==> src/rtl/alu_pkg.sv <==
// Shared ALU encodings: ALUop decode values and the multiply sequencer state encoding.
package alu_pkg;

   localparam logic [2:0] ALUOP_AND = 3'b000;
   localparam logic [2:0] ALUOP_OR  = 3'b001;
   localparam logic [2:0] ALUOP_ADD = 3'b100;

   localparam logic [1:0] SEQ_IDLE = 2'd0;
   localparam logic [1:0] SEQ_RUN  = 2'd1;
   localparam logic [1:0] SEQ_DONE = 2'd2;

endpackage

==> src/rtl/mult_shift_datapath.sv <==
// Shift-add multiply registers: {hi,lo} accumulator, captured multiplicand and the
// conditional add/shift mux fed by the shared ALU sum.
module mult_shift_datapath #(
   parameter int WIDTH = 32
) (
   input  logic             clk,
   input  logic             reset,
   input  logic             load,
   input  logic             step,
   input  logic             stall,
   input  logic [WIDTH-1:0] load_a,
   input  logic [WIDTH-1:0] load_b,
   input  logic [WIDTH-1:0] sum,
   input  logic             cout,
   output logic [WIDTH-1:0] hi,
   output logic [WIDTH-1:0] lo,
   output logic [WIDTH-1:0] mcand
);

   logic [2*WIDTH-1:0] shifted;

   // lo[0] selects whether this iteration takes the ALU sum (with its carry) or plain hi.
   always_comb begin
      shifted = {1'b0, hi, lo[WIDTH-1:1]};
      if (lo[0]) begin
         shifted = {cout, sum, lo[WIDTH-1:1]};
      end
   end

   always_ff @(posedge clk) begin
      if (reset) begin
         hi    <= '0;
         lo    <= '0;
         mcand <= '0;
      end else if (load) begin
         hi    <= '0;
         lo    <= load_b;
         mcand <= load_a;
      end else if (step && !stall) begin
         hi <= shifted[2*WIDTH-1:WIDTH];
         lo <= shifted[WIDTH-1:0];
      end
   end

endmodule

==> src/rtl/alu_mult_sequencer.sv <==
// Multi-cycle unsigned multiplier that borrows the shared ALU adder for WIDTH
// shift-add iterations, with start/busy/done handshake and grant-based stalling.
module alu_mult_sequencer
   import alu_pkg::*;
#(
   parameter int WIDTH = 32,
   parameter int CNT_W = 5
) (
   input  logic               clk,
   input  logic               reset,
   input  logic               start,
   input  logic [WIDTH-1:0]   multiplicand,
   input  logic [WIDTH-1:0]   multiplier,
   output logic               alu_req,
   input  logic               alu_grant,
   output logic [WIDTH-1:0]   alu_a,
   output logic [WIDTH-1:0]   alu_b,
   output logic [2:0]         alu_op,
   input  logic [WIDTH-1:0]   alu_result,
   input  logic               alu_cout,
   output logic               busy,
   output logic               done,
   output logic [2*WIDTH-1:0] product
);

   logic [1:0]       state;
   logic [CNT_W-1:0] count;
   logic [WIDTH-1:0] hi;
   logic [WIDTH-1:0] lo;
   logic [WIDTH-1:0] mcand;
   logic             load;
   logic             running;

   assign running = (state == SEQ_RUN);
   assign load    = (state == SEQ_IDLE) && start;

   mult_shift_datapath #(
      .WIDTH (WIDTH)
   ) u_datapath (
      .clk    (clk),
      .reset  (reset),
      .load   (load),
      .step   (running),
      .stall  (!alu_grant),
      .load_a (multiplicand),
      .load_b (multiplier),
      .sum    (alu_result),
      .cout   (alu_cout),
      .hi     (hi),
      .lo     (lo),
      .mcand  (mcand)
   );

   always_ff @(posedge clk) begin
      if (reset) begin
         state <= SEQ_IDLE;
         count <= '0;
      end else begin
         case (state)
            SEQ_IDLE: begin
               if (start) begin
                  count <= '0;
                  state <= SEQ_RUN;
               end
            end
            SEQ_RUN: begin
               if (alu_grant) begin
                  count <= count + 1'b1;
                  if (count == CNT_W'(WIDTH - 1)) begin
                     state <= SEQ_DONE;
                  end
               end
            end
            SEQ_DONE: state <= SEQ_IDLE;
            default:  state <= SEQ_IDLE;
         endcase
      end
   end

   always_comb begin
      alu_req = 1'b0;
      alu_a   = '0;
      alu_b   = '0;
      alu_op  = ALUOP_AND;
      if (running) begin
         alu_req = 1'b1;
         alu_a   = hi;
         alu_b   = mcand;
         alu_op  = ALUOP_ADD;
      end
   end

   assign busy    = running;
   assign done    = (state == SEQ_DONE);
   assign product = {hi, lo};

endmodule

==> config.mk <==
export PLATFORM = sky130hd
export DESIGN_NAME = alu_mult_sequencer
export DESIGN_NICKNAME = d
export VERILOG_FILES = /design/src/rtl/alu_pkg.sv /design/src/rtl/mult_shift_datapath.sv /design/src/rtl/alu_mult_sequencer.sv
export SDC_FILE = /design/constraint.sdc
export NUM_CORES = 1
export LEC_CHECK = 0
export ABC_CLOCK_PERIOD_IN_PS = 4250
export CAP_MARGIN = 30
export CORE_MARGIN = 3
export CORE_UTILIZATION = 30
export DETAILED_ROUTE_END_ITERATION = 6
export SETUP_SLACK_MARGIN = 0.02
export SKIP_LAST_GASP = 1
export SLEW_MARGIN = 0
export SYNTH_ARGS = -nofsm -noshare
export SYNTH_HDL_FRONTEND = slang
export SYNTH_HIERARCHICAL = 1
export SYNTH_SLANG_ARGS = --single-unit
==> constraint.sdc <==
create_clock -name clk -period 4.25 [get_ports clk]
set_input_delay 1.275 -clock clk [delete_from_list [all_inputs] [get_ports clk]]
set_output_delay 1.275 -clock clk [all_outputs]
set_load 0.05 [all_outputs]
# Word-level counts from Yosys, hierarchy flattened
# Index checks and enable logic that the tools add are counted.
dict set report op_classes {
  reduce_logical 8
  eq_ne 6
  add_sub_neg 1
  muxes 14
}
# operator count
set ops {}
lappend ops {{$mux W32} 4}
lappend ops {{$mux W64} 1}
lappend ops {{$mux W5} 2}
lappend ops {{$pmux W5 S2} 1}
lappend ops {{$mux W2} 3}
lappend ops {{$ne A2 B2 Y1 const B} 3}
lappend ops {{$reduce_and A3 Y1} 2}
lappend ops {{$add A5 B1 Y5 const B} 1}
lappend ops {{$eq A5 B5 Y1 const B} 1}
lappend ops {{$pmux W2 S2} 1}
lappend ops {{$reduce_bool A2 Y1} 2}
lappend ops {{$mux W3} 1}
lappend ops {{$eq A2 B1 Y1 const B} 1}
lappend ops {{$eq A2 B2 Y1 const B} 1}
lappend ops {{$logic_and A1 B1 Y1} 2}
lappend ops {{$logic_not A2 Y1} 1}
lappend ops {{$reduce_or A2 Y1} 1}
lappend ops {{$mux W1} 1}
dict set report word_totals {
  input_bits 101
  reg_bits 103
  out_inout_bits 134
}

# Logic depth before layout (Yosys ltp)
# Gate-level depths: netlist (run 1).
dict set report logic_depth {
  depth_word 4
  ltp_mapped 9
  depth_no_buf 6
}

# By module
# The synthesis (run 1) kept the hierarchy.
# module area_each_um2 cells_each instances
set by_module_without_submodules {}
lappend by_module_without_submodules {mult_shift_datapath 4362.9 460 1}
lappend by_module_without_submodules {alu_mult_sequencer 833.3 116 1}

# Worst setup path after synthesis (run 1)
# Ideal clock, no wire load.
dict set report synth_timing {
  kind {reg2out}
  startpoint {register state[0]}
  endpoint {output port alu_a[21]}
  arrival_time_ns 1.497
  required_time_ns 2.975
  path_slack_ns 1.478
  path_buffers 2
  stages_incl_launch_ff 5
  path_cell_list {dfxtp_1 -> nor2b_1 -> buf_4 -> buf_2 -> and2_1}
}
dict set report synth_via {
  elab_chain_cells 2
}
# item line
set synth_lines {}
lappend synth_lines {{start: declaration} alu_mult_sequencer.sv:26} ;# logic [1:0] state;
lappend synth_lines {{start signal: assignment} alu_mult_sequencer.sv:56} ;# state <= SEQ_IDLE;
lappend synth_lines {{start signal: assignment} alu_mult_sequencer.sv:63} ;# state <= SEQ_RUN;
lappend synth_lines {{start signal: assignment} alu_mult_sequencer.sv:70} ;# state <= SEQ_DONE;
lappend synth_lines {{$eq A2 B1 Y1} alu_mult_sequencer.sv:34} ;# assign running = (state == SEQ_RUN);
lappend synth_lines {{$mux W32} alu_mult_sequencer.sv:85} ;# if (running) begin
lappend synth_lines {{end: declaration} alu_mult_sequencer.sv:16} ;# output logic [WIDTH-1:0] alu_a,
# No other way between the ends.

# Worst setup path in the final report (run 1)
dict set report layout_timing {
  startpoint {register state[0]}
  endpoint {output port alu_a[30]}
}
# The elaborated chain is that of the path after synthesis.

==> run metrics, run 1 <==
Final Power=between 2000 and 3000 uW; clock power share=34.8%; Worst setup EP type=output pin; Tightest Pin Transition=0.9936 ns; reg2reg end=u_datapath/lo[26]; EDFF count, synth=0; Final Cycle Share=about 93%; first-pass GRT wire length=about 23 mm; Max Cap Viol=0; n_diodes=0; Initial Utilization=31.00%; Leak Pwr=~0.0027 uW; placed cell area=~0.0073 mm^2; Worst path depth=4; gpl congestion=0.7664; post-DR vias/cell=between 4 and 5; Tightest Hold Check Type=reg2reg; worst vdd ir=0.2012 mV; Vias=roughly 4500; Final Hold Viols=0; Routed Antenna Nets=0; Post-Synthesis Cells=between 500 and 600; worst path bufs/invs=2; CTS tree=done; number of buffers created by CTS=9; RSZ-0062 raised after global routing=false; power density cells=344.8 mW/mm^2; share of cells above drive strength 1=8.898%; Nets=~850; Setup Buffers After CTS=0; Synth Flop Type=dfxtp_1; Syn Area/Cell=9.021 um^2; drt drc=0; vias in the first global route=roughly 4300; Fmax achieved=~250 MHz; WHS Path Cells=1; top-count cell post-synth=dfxtp_1; initial antenna violation count=0; largest net degree at the start of global routing=between 70 and 80; switching power=approximately 790 uW; top cells by count, synth=dfxtp_1, nor2_1, nand2_1, and2_1, mux2i_1; critical path peak fanout=34; total gr overflow=0; Fin Clk Skew=between 0.007 and 0.008 ns; WL/cell=approximately 15 um; H-tree Lvls=3; WP data arrival=2.67 ns; count of cell types in the netlist=33; worst reg2reg path depth=6; Worst R2R Setup Slack=between 1.5 and 2 ns; I/O pins=between 200 and 250; Synth Warn #=6; WS Path Type=reg2out; Die ar.=between 0.015 and 0.02 mm^2; worst skew pair latency=0.34 ns; sequential fraction of design power=between 40% and 50%; clk buf depth=2; TritonRoute pass-1 iters=4; clk sinks=approximately 100; Clk pin slew, worst setup/hold paths=0.07 ns; Worst Path Required=roughly 3.0 ns; fin. max-slew vios=0; HP Start=count[3]; Final setup viols=0; post-route minimum period=approximately 3.9 ns; FFs w/ async S/R, synth=0%; Seq/Total Area, Yosys=39.68%; Int Pwr=1858 uW; Post-Route Setup TNS=0 ns; outcome=finished clean; die height=roughly 140 um; Hold Path Sink=count[3]; Switching Fraction=approximately 30%; num rows=47; post-synth top area cell=dfxtp_1; synthesis-to-layout area growth=47.87%; Iter 0 DRT Violations=between 150 and 200; Buffers on Ports=roughly 230; post-layout instance area=between 0.007 and 0.008 mm^2; Startpoint Class=register; Slowest-stage cell, CP=clkdlybuf4s50_1; root buffer cell=clkbuf_16; CP max stage delay=between 0.8 and 0.9 ns; core area=between 0.015 and 0.02 mm^2; combinational share of power=approximately a quarter; dominant cells by area after synthesis=dfxtp_1, mux2i_1, and2_1; post-synth top area share=39.68%; GR Util All Layers=between 10% and 20%; mapped cell area=between 0.005 and 0.006 mm^2; drt total wl=14.77 mm; Yosys reg bits=between 100 and 150; crit path from=state[0]; hold_buf cts=0; post_cts resized=0; Slew HR=between 30% and 40%; beginning of the worst register-to-register path=state[0]; HPWL after DPL=between 10 and 15 mm; Die X=137.6 um; CP top delay family=buffers and inverters; critical path, cell by cell=nor2b_4 > buf_4 > and2_1 > clkdlybuf4s50_1
-- kinds of logic (layout without fill, tap and decap cells) --
family | count (synthesis) | after routing | share of synthesized area, %
muxes | 64 | 64 | 12.33
buffers and inverters | 86 | 262 | 11.46
and+or+nand+nor | 242 | 242 | 21.38
AOI/OAI and AO/OA | 78 | 78 | 14.59
adders and majority gates | 2 | 2 | 0.4815
DFF | 103 | 103 | 39.68
other | 1 | 2 | 0.07217
-- placed cells by master, fill, tap and decap left out --
cell type	n
nor3b_1	1
clkinv_4	1
nor2b_4	2
a311oi_1	32
ha_1	2
a211oi_1	1
clkinvlp_4	1
mux2i_1	64
a21oi_1	5
buf_2	1
and3_1	2
clkbuf_8	3
or2b_1	1
nand2_1	65
or2_2	1
nor3b_2	1
conb_1	2
nor4bb_1	1
inv_1	1
clkdlybuf4s50_1	231
inv_2	1
o2111ai_1	1
clkbuf_16	9
buf_4	10
a211oi_2	31
dfxtp_2	1
bufinv_16	2
nor2_1	97
and2_1	64
buf_12	2
dfxtp_1	102
nor2b_1	1
o21ai_0	4
nand3_1	4
a31oi_1	2
a21boi_0	1
a21oi_2	1
nand2b_1	2
-- sequential cells by signal, indices dropped and copies added, names as in the netlist --
| register | cells |
|---|---|
| u_datapath/hi | 32 |
| u_datapath/lo | 32 |
| u_datapath/mcand | 32 |
| count | 5 |
| state | 2 |
-- layer usage --
| layer | vias to the layer above | part of all wire [%] | wire length [um] | GRT usage [%] |
|---|---|---|---|---|
| met5 | - | 0 | 0 | 0 |
| met4 | 0 | 1.3 | 187 | 5.155 |
| met3 | 11 | 7.1 | 1055 | 3.689 |
| met2 | 149 | 48 | 7077 | 25.14 |
| met1 | 2062 | 44 | 6453 | 18.94 |
| li1 | 2255 | - | - | - |
-- worst max path at each step --
stage / endpoint / slack [ns]
2_1_floorplan: alu_a[21] / 1.48
3_3_place_gp: alu_a[0] / 0.71
3_5_place_dp: alu_a[0] / 0.56
4_1_cts: alu_a[0] / 0.18
5_1_grt: alu_a[0] / 0.06
6_report: alu_a[30] / 0.30
-- layout make-up --
class	instances	area, um^2
Inverter	2	7.507
Multi-Input combinational cell	388	2562
Sequential cell	103	2063
Clock inverter	4	76.32
Fill cell	1588	9076
Clock buffer	12	266.5
Timing Repair Buffer	244	2432
Tap cell	220	275.3
-- metrics by stage --
stage / std cells / util, % / setup WS (ns) / hold WS, ns
2_1_floorplan: 577 / - / 1.478 / 0.4338
3_3_place_gp: 957 / 43.80 / 0.7082 / 0.4675
3_5_place_dp: 957 / 43.80 / 0.5598 / 0.4704
4_1_cts: 973 / 45.85 / 0.1831 / 0.4829
5_1_grt: 973 / 45.85 / 0.06005 / 0.4930
6_report: 973 / 45.85 / 0.3008 / 0.4839
-- power by group through the flow --
stage          Clock, uW  Combinational (uW)  Sequential (uW)
6_report             923                 655             1070
5_1_grt              988                 699             1080
2_1_floorplan          0                 430             1120
4_1_cts              957                 661             1070
3_5_place_dp           0                 659             1090
3_3_place_gp           0                 652             1090
Note: power is estimated with default switching activity, not from simulation.
==> inputs of run 2 (changes only) <==
Settings changed: ABC_CLOCK_PERIOD_IN_PS 4250 to unset.
Clock period 4.25 ns to 5 ns, I/O delays scaled along.
==> run 2 against run 1 <==
Via count is 1.0% lower. Sequential power decreased by 15%. Count of clock-buffer cells in the layout shrank 2. Clock skew shrank 0.00062 ns. Critical path depth unchanged. Combinational power decreased by 15%. Utilization fell by 0.40 points. Largest power group unchanged.
==> run metrics, run 2 (synthesized netlist as in run 1, its figures left out) <==
fin. max-slew vios=0; largest registers=u_datapath/hi: 32 flops, u_datapath/lo: 32 flops, u_datapath/mcand: 32 flops; Final setup viols=0; clk buf depth=2; CP max stage delay=approximately 0.81 ns; Leak Pwr=approximately 0.0027 uW; drt total wl=roughly 15 mm; post-DR vias/cell=roughly 4.6; GR Util All Layers=around 15%; power density cells=around 280 mW/mm^2; critical path peak fanout=32; hold_buf cts=0; most frequent cells in the layout=clkdlybuf4s50_1, dfxtp_1, nor2_1, nand2_1; synthesis-to-layout area growth=46.57%; Post-Route Setup TNS=0 ns; post_cts resized=0; Tightest Pin Transition=approximately 0.74 ns; Max Cap Viol=0; Initial Utilization=a little under a third; Clk pin slew, worst setup/hold paths=around 0.070 ns; num rows=47; Startpoint Class=register; HPWL after DPL=10.70 mm; core area=between 0.015 and 0.02 mm^2; H-tree Lvls=3; Slew HR=50.76%; post-place setup slack=~1.2 ns; Routed Antenna Nets=0; commonest non-fill, non-tap cell in the layout=clkdlybuf4s50_1; gpl congestion=between 0.7 and 0.8; Buffers on Ports=between 200 and 250; Fmax achieved=239.4 MHz; post-route minimum period=approximately 4.2 ns; Setup Buffers After CTS=0; Final WS setup=0.8231 ns; Nets=between 800 and 900; RSZ-0062 raised after global routing=false; Fin Clk Skew=around 0.0066 ns; Worst setup EP type=output pin; I/O pins=roughly 240; outcome=finished clean; CP top delay family=buffers and inverters; WP data arrival=between 2 and 3 ns; Worst Path Required=between 3 and 4 ns; WL/cell=roughly 15 um; TritonRoute pass-1 iters=4; initial antenna violation count=0; Die ar.=approximately 0.019 mm^2; first-pass GRT wire length=roughly 23 mm; Slowest-stage cell, CP=clkdlybuf4s50_1; Vias=roughly 4400; drt drc=0; number of buffers created by CTS=9; Die X=roughly 140 um; vias in the first global route=4361; clk sinks=approximately 100; root buffer cell=clkbuf_16; Final Hold Viols=0; worst vdd ir=0.1651 mV; worst skew pair latency=between 0.3 and 0.4 ns; largest net degree at the start of global routing=between 70 and 80; WS Path Type=reg2out; CTS tree=done; total gr overflow=0; die height=about 140 um; Iter 0 DRT Violations=176; worst path bufs/invs=2; share of cells above drive strength 1=8.411%; n_diodes=0; Final Cycle Share=a little over four fifths; critical path, cell by cell=nor2b_4 > buf_4 > and2_1 > clkdlybuf4s50_1; Tightest Hold Check Type=reg2reg
-- run 2: cell types whose count changed in the layout (fill, tap and decap cells not counted), sizes merged --
cell | before | now
buf | 13 | 10
clkbuf | 12 | 10
bufinv | 2 | 1
clkinvlp | 1 | 2
clkinv | 1 | 2
-- run 2: power breakdown --
part / internal (uW) / leakage, uW / switching [uW]
combinational: 225 / 0.00171 / 330
sequential: 872 / 0.000845 / 38.1
clock: 399 / 0.000141 / 304
total: 1500 / 0.00270 / 672
-- run 2: cell type report --
class / instances / area (um^2)
timing repair buffer: 241 / 2410
fill: 1603 / 9144
sequential: 103 / 2063
clock buffer: 10 / 239.0
inverter: 2 / 7.507
clock inverter: 5 / 58.81
tap: 220 / 275.3
multi-input combinational: 388 / 2562
-- run 2: path summary, 6_finish.rpt --
kind / from / end / slack [ns] / cells after the start
setup / recovery: state[0] / alu_b[20] / 0.82 / 4
hold / removal: u_datapath/mcand[29] / u_datapath/mcand[29] / 0.48 / 2
setup reg to reg: state[0] / u_datapath/lo[26] / 2.28 / 6
hold reg to reg: u_datapath/mcand[29] / u_datapath/mcand[29] / 0.48 / 2
-- run 2: worst min-delay path: stages (launching register included) --
cell	delay (ns)
dfxtp_1	0.32
mux2i_1	0.06
nor2_1	0.07
-- run 2: metrics by stage --
step | cells | hold WS [ns] | utilization (%) | cell area [um^2] | total power (uW)
final | 969 | 0.4840 | 45.44 | 7616 | 2168
after floorplan | 577 | 0.4338 | - | 5200 | 1319
after detailed placement | 953 | 0.4731 | 43.55 | 7298 | 1486
after global placement | 953 | 0.4654 | 43.55 | 7298 | 1478
after global routing | 969 | 0.5101 | 45.44 | 7616 | 2276
after CTS | 968 | 0.4876 | 45.32 | 7596 | 2200
-- run 2: routing by layer --
metal,global-route usage (%),wire (um),vias to the layer above
li1,-,-,2252
met1,18.90,6410,2033
met2,25.49,7163,134
met3,3.287,919,11
met4,5.710,201,0
met5,0,0,-
